$ cat config.mk
export PLATFORM = sky130hd
export DESIGN_NAME = fifo_serial_tx
export DESIGN_NICKNAME = d
export VERILOG_FILES = /design/src/rtl/fifo_pkg.sv /design/src/rtl/fifo_serial_tx_baud_gen.sv /design/src/rtl/fifo_serial_tx.sv
export SDC_FILE = /design/constraint.sdc
export NUM_CORES = 1
export LEC_CHECK = 0
export BUFFER_PORTS_ARGS = -buffer_cell sky130_fd_sc_hd__buf_2
export CELL_PAD_IN_SITES_DETAIL_PLACEMENT = 1
export CELL_PAD_IN_SITES_GLOBAL_PLACEMENT = 1
export CORE_ASPECT_RATIO = 1.4
export CORE_UTILIZATION = 37
export CTS_CLUSTER_DIAMETER = 60
export CTS_CLUSTER_SIZE = 28
export DETAILED_ROUTE_END_ITERATION = 10
export PLACE_DENSITY_LB_ADDON = 0.1
export RECOVER_POWER = 25
export SKIP_LAST_GASP = 1
export SYNTH_ARGS = -nofsm -noshare
export SYNTH_HDL_FRONTEND = slang
export SYNTH_SLANG_ARGS = --single-unit
$ cat constraint.sdc
create_clock -name clk -period 1.4 [get_ports clk]
set_clock_uncertainty 0.1 [all_clocks]
set_input_delay 0.28 -clock clk [delete_from_list [all_inputs] [get_ports clk]]
set_output_delay 0.28 -clock clk [all_outputs]
set_load 0.05 [all_outputs]
$ cat src/rtl/fifo_pkg.sv
// Shared definitions for the FIFO drain / serial transmitter slice.
package fifo_pkg;

    localparam int unsigned FIFO_DATA_W = 16;
    localparam int unsigned FIFO_PTR_W  = 4;

    localparam logic [2:0] ST_IDLE   = 3'd0;
    localparam logic [2:0] ST_RD     = 3'd1;
    localparam logic [2:0] ST_WAIT   = 3'd2;
    localparam logic [2:0] ST_START  = 3'd3;
    localparam logic [2:0] ST_DATA   = 3'd4;
    localparam logic [2:0] ST_PARITY = 3'd5;
    localparam logic [2:0] ST_STOP   = 3'd6;

    localparam logic IDLE_LVL = 1'b1;

    typedef enum logic [2:0] {
        S_IDLE   = ST_IDLE,
        S_RD     = ST_RD,
        S_WAIT   = ST_WAIT,
        S_START  = ST_START,
        S_DATA   = ST_DATA,
        S_PARITY = ST_PARITY,
        S_STOP   = ST_STOP
    } state_t;

    // States before the first serial bit; the baud counter is held cleared here.
    function automatic logic is_pre_frame(input state_t s);
        return (s == S_IDLE) || (s == S_RD) || (s == S_WAIT);
    endfunction

endpackage

$ cat src/rtl/fifo_serial_tx_baud_gen.sv
// Bit-period timer: tick is high on the last clk of every CLKS_PER_BIT window.
module baud_gen #(
    parameter int unsigned CLKS_PER_BIT = 4
) (
    input  logic clk,
    input  logic rst,
    input  logic clr,
    output logic tick
);

    localparam int unsigned      CNT_W = $clog2(CLKS_PER_BIT);
    localparam logic [CNT_W-1:0] LAST  = CNT_W'(CLKS_PER_BIT - 1);

    logic [CNT_W-1:0] r_cnt;
    logic [CNT_W-1:0] w_cnt_nxt;
    logic             r_tick;

    // Next count: wraps at LAST, forced to zero while cleared.
    always_comb begin
        w_cnt_nxt = '0;
        if (!clr && (r_cnt != LAST)) begin
            w_cnt_nxt = r_cnt + CNT_W'(1);
        end
    end

    // Counter and look-ahead tick so tick lines up with the terminal count.
    always_ff @(posedge clk or negedge rst) begin
        if (!rst) begin
            r_cnt  <= '0;
            r_tick <= 1'b0;
        end else begin
            r_cnt  <= w_cnt_nxt;
            r_tick <= !clr && (w_cnt_nxt == LAST);
        end
    end

    assign tick = r_tick;

endmodule

$ cat src/rtl/fifo_serial_tx.sv
// Drains a FIFO one word at a time and sends each word as a UART-style frame.
module fifo_serial_tx
    import fifo_pkg::*;
#(
    parameter int unsigned DATA_W       = FIFO_DATA_W,
    parameter int unsigned PTR_W        = FIFO_PTR_W,
    parameter int unsigned CLKS_PER_BIT = 4,
    parameter int unsigned PARITY_EN    = 0,
    parameter int unsigned PARITY_ODD   = 0
) (
    input  logic              clk,
    input  logic              rst,
    input  logic              en,
    input  logic [PTR_W-1:0]  wrptr,
    input  logic [PTR_W-1:0]  rdptr,
    input  logic [DATA_W-1:0] din,
    output logic              rd,
    output logic              tx,
    output logic              busy,
    output logic              done
);

    localparam int unsigned       BIT_W    = (DATA_W > 1) ? $clog2(DATA_W) : 1;
    localparam logic [BIT_W-1:0]  LAST_BIT = BIT_W'(DATA_W - 1);

    state_t            r_state, w_state_nxt;
    logic [DATA_W-1:0] r_shreg, w_shreg_nxt;
    logic [BIT_W-1:0]  r_bitcnt, w_bitcnt_nxt;
    logic              r_par, w_par_nxt;
    logic              r_rd, r_tx, r_busy, r_done;
    logic              w_rd_nxt, w_tx_nxt, w_busy_nxt, w_done_nxt;
    logic              w_tick;
    logic              w_clr;

    assign w_clr = is_pre_frame(r_state);

    baud_gen #(
        .CLKS_PER_BIT(CLKS_PER_BIT)
    ) u_baud (
        .clk  (clk),
        .rst  (rst),
        .clr  (w_clr),
        .tick (w_tick)
    );

    // Next-state, datapath and output decode; outputs follow the next state.
    always_comb begin
        w_state_nxt  = r_state;
        w_shreg_nxt  = r_shreg;
        w_bitcnt_nxt = r_bitcnt;
        w_par_nxt    = r_par;
        w_done_nxt   = 1'b0;
        w_rd_nxt     = 1'b0;
        w_busy_nxt   = 1'b0;
        w_tx_nxt     = IDLE_LVL;

        unique case (r_state)
            S_IDLE: begin
                if (en && (wrptr != rdptr)) begin
                    w_state_nxt = S_RD;
                end
            end
            S_RD: begin
                w_state_nxt = S_WAIT;
            end
            S_WAIT: begin
                w_shreg_nxt  = din;
                w_par_nxt    = (^din) ^ (PARITY_ODD != 0);
                w_bitcnt_nxt = '0;
                w_state_nxt  = S_START;
            end
            S_START: begin
                if (w_tick) begin
                    w_state_nxt = S_DATA;
                end
            end
            S_DATA: begin
                if (w_tick) begin
                    w_shreg_nxt = r_shreg >> 1;
                    if (r_bitcnt == LAST_BIT) begin
                        w_bitcnt_nxt = '0;
                        if (PARITY_EN != 0) begin
                            w_state_nxt = S_PARITY;
                        end else begin
                            w_state_nxt = S_STOP;
                        end
                    end else begin
                        w_bitcnt_nxt = r_bitcnt + BIT_W'(1);
                    end
                end
            end
            S_PARITY: begin
                if (w_tick) begin
                    w_state_nxt = S_STOP;
                end
            end
            S_STOP: begin
                if (w_tick) begin
                    w_state_nxt = S_IDLE;
                    w_done_nxt  = 1'b1;
                end
            end
            default: begin
                w_state_nxt = S_IDLE;
            end
        endcase

        w_rd_nxt   = (w_state_nxt == S_RD);
        w_busy_nxt = (w_state_nxt != S_IDLE);

        unique case (w_state_nxt)
            S_START:  w_tx_nxt = ~IDLE_LVL;
            S_DATA:   w_tx_nxt = w_shreg_nxt[0];
            S_PARITY: w_tx_nxt = w_par_nxt;
            default:  w_tx_nxt = IDLE_LVL;
        endcase
    end

    // State, datapath and registered outputs.
    always_ff @(posedge clk or negedge rst) begin
        if (!rst) begin
            r_state  <= S_IDLE;
            r_shreg  <= '0;
            r_bitcnt <= '0;
            r_par    <= 1'b0;
            r_rd     <= 1'b0;
            r_tx     <= IDLE_LVL;
            r_busy   <= 1'b0;
            r_done   <= 1'b0;
        end else begin
            r_state  <= w_state_nxt;
            r_shreg  <= w_shreg_nxt;
            r_bitcnt <= w_bitcnt_nxt;
            r_par    <= w_par_nxt;
            r_rd     <= w_rd_nxt;
            r_tx     <= w_tx_nxt;
            r_busy   <= w_busy_nxt;
            r_done   <= w_done_nxt;
        end
    end

    assign rd   = r_rd;
    assign tx   = r_tx;
    assign busy = r_busy;
    assign done = r_done;

endmodule

After elaboration in Yosys (flattened, before gate mapping)
Index checks and enable logic that the tools add are counted.
{"block": "word_totals", "register_bits": 31, "in_bits": 27}
{"block": "op_classes", "eq_ne": 15, "n_mux": 17, "reduce_logical": 11, "addsub": 2}
{"op": "$pmux W16 S2", "count": 1}
{"op": "$pmux W3 S7", "count": 1}
{"op": "$mux W3", "count": 6}
{"op": "$mux W16", "count": 1}
{"op": "$reduce_xor A16 Y1", "count": 1}
{"op": "$eq A3 B3 Y1 const B", "count": 5}
{"op": "$eq A3 B2 Y1 const B", "count": 3}
{"op": "$mux W4", "count": 2}
{"op": "$pmux W4 S2", "count": 1}
{"op": "$eq A3 B1 Y1 const B", "count": 2}
{"op": "$add A4 B1 Y4 const B", "count": 1}
{"op": "$eq A4 B4 Y1 const B", "count": 1}
{"op": "$ne A4 B4 Y1", "count": 1}
{"op": "$logic_and A1 B1 Y1", "count": 3}
{"op": "$logic_not A3 Y1", "count": 1}
{"op": "$mux W1", "count": 3}
{"op": "$pmux W1 S3", "count": 1}
{"op": "$reduce_bool A3 Y1", "count": 1}
{"op": "$add A2 B1 Y2 const B", "count": 1}
{"op": "$eq A2 B2 Y1 const B", "count": 1}
{"op": "$logic_or A1 B1 Y1", "count": 2}
{"op": "$mux W2", "count": 1}
{"op": "$ne A2 B1 Y1 const B", "count": 1}
{"op": "$ne A2 B2 Y1 const B", "count": 1}
{"op": "other kinds (3)", "count": 3}

Longest topological paths before layout
{"block": "depth", "depth_word": 8, "mapped_depth": 6, "depth_no_buf": 5}

By module
Synthesis repeated with hierarchy kept, for this count alone.
{"block": "unflattened", "hier_cells": 156, "hier_area_um2": 1556.5}
{"module": "fifo_serial_tx", "area_per_inst_um2": 1441.4, "seq_area_each_um2": 701.9, "n_inst": 1, "cells_per_inst": 149}
{"module": "baud_gen", "area_per_inst_um2": 115.1, "seq_area_each_um2": 75.1, "n_inst": 1, "cells_per_inst": 7}

Worst setup path before layout
No wires, ideal clock.
{"block": "synth_path", "path_type": "register -> register", "from": "reg r_state[0]", "to": "reg r_tx (netlist: tx)", "path_slack_ns": -0.097, "path_stages_with_launch": 7, "period_less_slack_ns": 1.497, "required_time_ns": 1.210, "t_arrival_ns": 1.307, "cell_sequence": "dfrtp_1 nor4bb_1 buf_4 nor2_4 a21o_1 mux2i_1 a22oi_1"}
{"block": "synth_between", "word_cells_on_any_way": 20, "classes_between": "eq/ne (9); mux (10); reduce/logical (1)"}
{"item": "from (decl)", "line": "fifo_serial_tx.sv:26", "text": "state_t r_state, w_state_nxt;"}
{"item": "from (signal assigned)", "line": "fifo_serial_tx.sv:131", "text": "r_state <= w_state_nxt;"}
{"item": "$eq A3 B3 Y1 or $eq A3 B2 Y1 (tied branches)", "line": "fifo_serial_tx.sv:57", "text": "unique case (r_state)"}
{"item": "$pmux W16 S2 (*)", "line": "fifo_serial_tx.sv:57"}
{"item": "via w_shreg_nxt[0]", "line": "fifo_serial_tx.sv:27", "text": "logic [DATA_W-1:0] r_shreg, w_shreg_nxt;"}
{"item": "$pmux W1 S3 (*)", "line": "fifo_serial_tx.sv:111", "text": "unique case (w_state_nxt)"}
{"item": "via w_tx_nxt", "line": "fifo_serial_tx.sv:31", "text": "logic w_rd_nxt, w_tx_nxt, w_busy_nxt, w_done_nxt;"}
{"item": "to (signal assigned)", "line": "fifo_serial_tx.sv:136", "text": "r_tx <= w_tx_nxt;"}
{"item": "to (decl)", "line": "fifo_serial_tx.sv:30", "text": "logic r_rd, r_tx, r_busy, r_done;"}
The timed path passes the listed nets; every way through them passes the cells marked *.
A chain may end at the register's enable or synchronous reset.

Worst setup path in the final report
Same ends and word-level chain as after synthesis.

==> results.toml <==
[sta]
max_freq_mhz = 602
fin_ws_ps = -260
fin_tns_setup_ps = -2500
final_hold_viol_count = 0
period_share_pct = 119
rsz0062_at_grt = "yes"
min_period_ps = 1660
finalSetupViolations = 20
fin_hold_ws_ps = 167
tightest_slew_ps = 729
drv_slew = 0
relSlewSlack_pct = 51.4

[drt]
drt_iter0_drc = 41
wl_mm = 4.40
drcViolationCount = 2
wl_per_cell_um = 16.6
vias = 1420
viasPerCell = 5.36
drtAntennaViolNets = 0
drtPass1Iterations = 7

[floorplanning]
core-area_um2 = 4200
die-area_um2 = 4610
io_pins = 31
num_rows = 28
fp.dieH_um = 79.9
die_w_um = 57.7
start_util_pct = 38.2

[run_status]
status = "complete, but fails checks"
violations = "DRC, setup timing"

[cells_and_area]
final_common_cell = "nand2_1"
nets = 248
utilization_pct = 51.9
layout_common_cells = "34 x nand2_1, 30 x buf_2, 28 x dfrtp_1"
n_fill_cell = 483
final_cell_area_um2 = 2180
antennaDiodeCount = 0
area_delta_synth_final_pct = 36.0
seq_area_um2 = 779
multi_input_area_um2 = 832
drive_gt1_share_pct = 37.7

[grt]
grt_max_degree = 32
grt_pass1_wl_mm = 7.07
antenna_found_initial = 0
grt_pass1_vias = 1550
grtUsageTotal_pct = 20.1
gr-total-overflow = 0

[power_and_ir_drop]
seqPwrFrac_pct = 47.4
leakagePower_nw = 1.05
p_int_mw = 1.51
vdd_drop_max_mv = 0.844
p_per_area_nw_per_um2 = 898
p_switching_uw = 455
swShare_pct = 23.2
clkPwrFrac_pct = 39.6
combPwrFrac_pct = 12.9

[setup_path]
path_max_fanout = 5
r2r_end = "tx"
r2r-start = "r_state[0]"
r2r_slack_ps = -260
ff2ff_path_depth = 6
endpoint_kind = "flop"
required_ps = 1490
crit_type = "reg2reg"
worstPathArrival_ps = 1750
crit_path_start_kind = "flop"

[yosys]
synth_cell_types = 40
syn_area_um2 = 1610
syn_nets = 190
postSynthCellCount = 161
ys.flop_type = "dfrtp_1"
ys_seq_area_share_pct = 48.4
async_flop_share_pct = 100
synth_seq_cells = 31
synth-edff-count = 0
ys.warnings.count = 0
synth.avg_cell_area_um2 = 9.97

[clock_network]
numCtsBuffers = 5
root_buffer = "clkbuf_8"
clk_pin_slew_ps = 70
cts_tree = "done"
clk_latency_ps = 270
htree_levels = 2
clkSinkCount = 31
cts.path.max_buffers = 2

[placed_design]
gp_congestion = 0.778
post_dp_cell_area_um2 = 1950
dp_hpwl_mm = 3.10
io_buffers = 30

[min_path]
hold_path.class = "in2reg"
holdCritStartpoint = "din[8]"
holdPathEnd = "r_shreg[8]"
hold_depth = 3

[job]
drv_cap = 0
-- critical path, stage by stage (launching register included) --
cell and delay [ps]:
dfrtp_2 440, nor4bb_2 310, buf_4 200, a22o_1 130, a21o_1 110, mux2i_1 80
a22oi_1 200
-- cell type report --
cell class	instances	share of cell area, %
Tap cell	45	2.58
Inverter	3	0.630
Timing Repair Buffer	59	18.4
Sequential cell	31	35.7
Multi-Input combinational cell	119	38.1
Clock buffer	8	4.58
-- synth_stat cells (all sizes together) (2+ instances only) --
cell	instances	share of area [%]
nor2b	3	1.2
inv	3	0.70
a21oi	4	1.2
ha	2	1.6
buf	5	1.7
dfrtp	30	47
nand2	36	8.4
clkbuf	3	0.70
nor3b	2	1.6
o21ai	9	2.8
a22o	2	1.1
a22oi	16	7.5
a31oi	2	0.78
mux2i	2	1.2
xnor2	13	7.1
nor3	2	0.62
nor2	2	0.94
xor2	6	3.3
nand3	3	0.94
-- cells by family after synthesis --
group,count (synthesis),synth area share [%]
multiplexers,2,1.25
AND/OR/NAND/NOR,57,18.4
XOR/XNOR,19,10.4
adder cells (fa/ha/maj),2,1.56
buffers and inverters,11,3.12
AO/OA/AOI/OAI,39,16.9
flip-flops,31,48.4
-- metrics by stage --
stage / total power, mW / instances / setup WS, ps
6_report: 1.96 / 265 / -260
5_1_grt: 2.05 / 265 / -345
4_1_cts: 1.99 / 258 / -184
3_5_place_dp: 1.18 / 247 / -262
3_3_place_gp: 1.18 / 247 / -153
2_1_floorplan: 1.08 / 161 / -64.2
-- power groups by stage --
stage / registers (mW) / clock network [mW] / logic, mW
6_report: 0.930 / 0.777 / 0.254
3_5_place_dp: 0.945 / 0 / 0.237
2_1_floorplan: 0.949 / 0 / 0.133
3_3_place_gp: 0.944 / 0 / 0.231
5_1_grt: 0.931 / 0.839 / 0.275
4_1_cts: 0.928 / 0.816 / 0.242
-- sequential cells by signal, indices dropped and copies added (netlist names) --
name and flops:
busy 1, r_par 1, r_bitcnt 4, r_shreg 16, u_baud.tick 1, tx 1
rd 1, u_baud.r_cnt 2, r_state 3, done 1
-- how the worst max path moves through the flow --
stage | cells after the start | from | slack, ps | to
after floorplan | 6 | r_state[2] | -60 | tx
after global placement | 6 | r_state[1] | -150 | tx
after detailed placement | 6 | rdptr[3] | -260 | tx
after CTS | 6 | r_state[0] | -180 | tx
after global routing | 6 | r_state[0] | -350 | tx
final | 6 | r_state[0] | -260 | tx
-- layer usage --
layer	vias up	routed length [µm]	part of all wire, %	global-route usage [%]
met5	-	0	0	0
met4	0	34	0.77	6.90
met3	4	130	3.0	4.54
met2	26	2480	56	37.6
met1	709	1750	40	21.7
li1	681	-	-	-
-- timing repair --
action,in CTS,in global routing
pin swaps,1,6
hold buffers,1,0
buffers inserted,2,8
resized for setup,6,15
gates cloned,0,0
endpoints found under the setup margin,23,26
hold endpoints to repair,30,0
(Power assumes the default switching activity.)
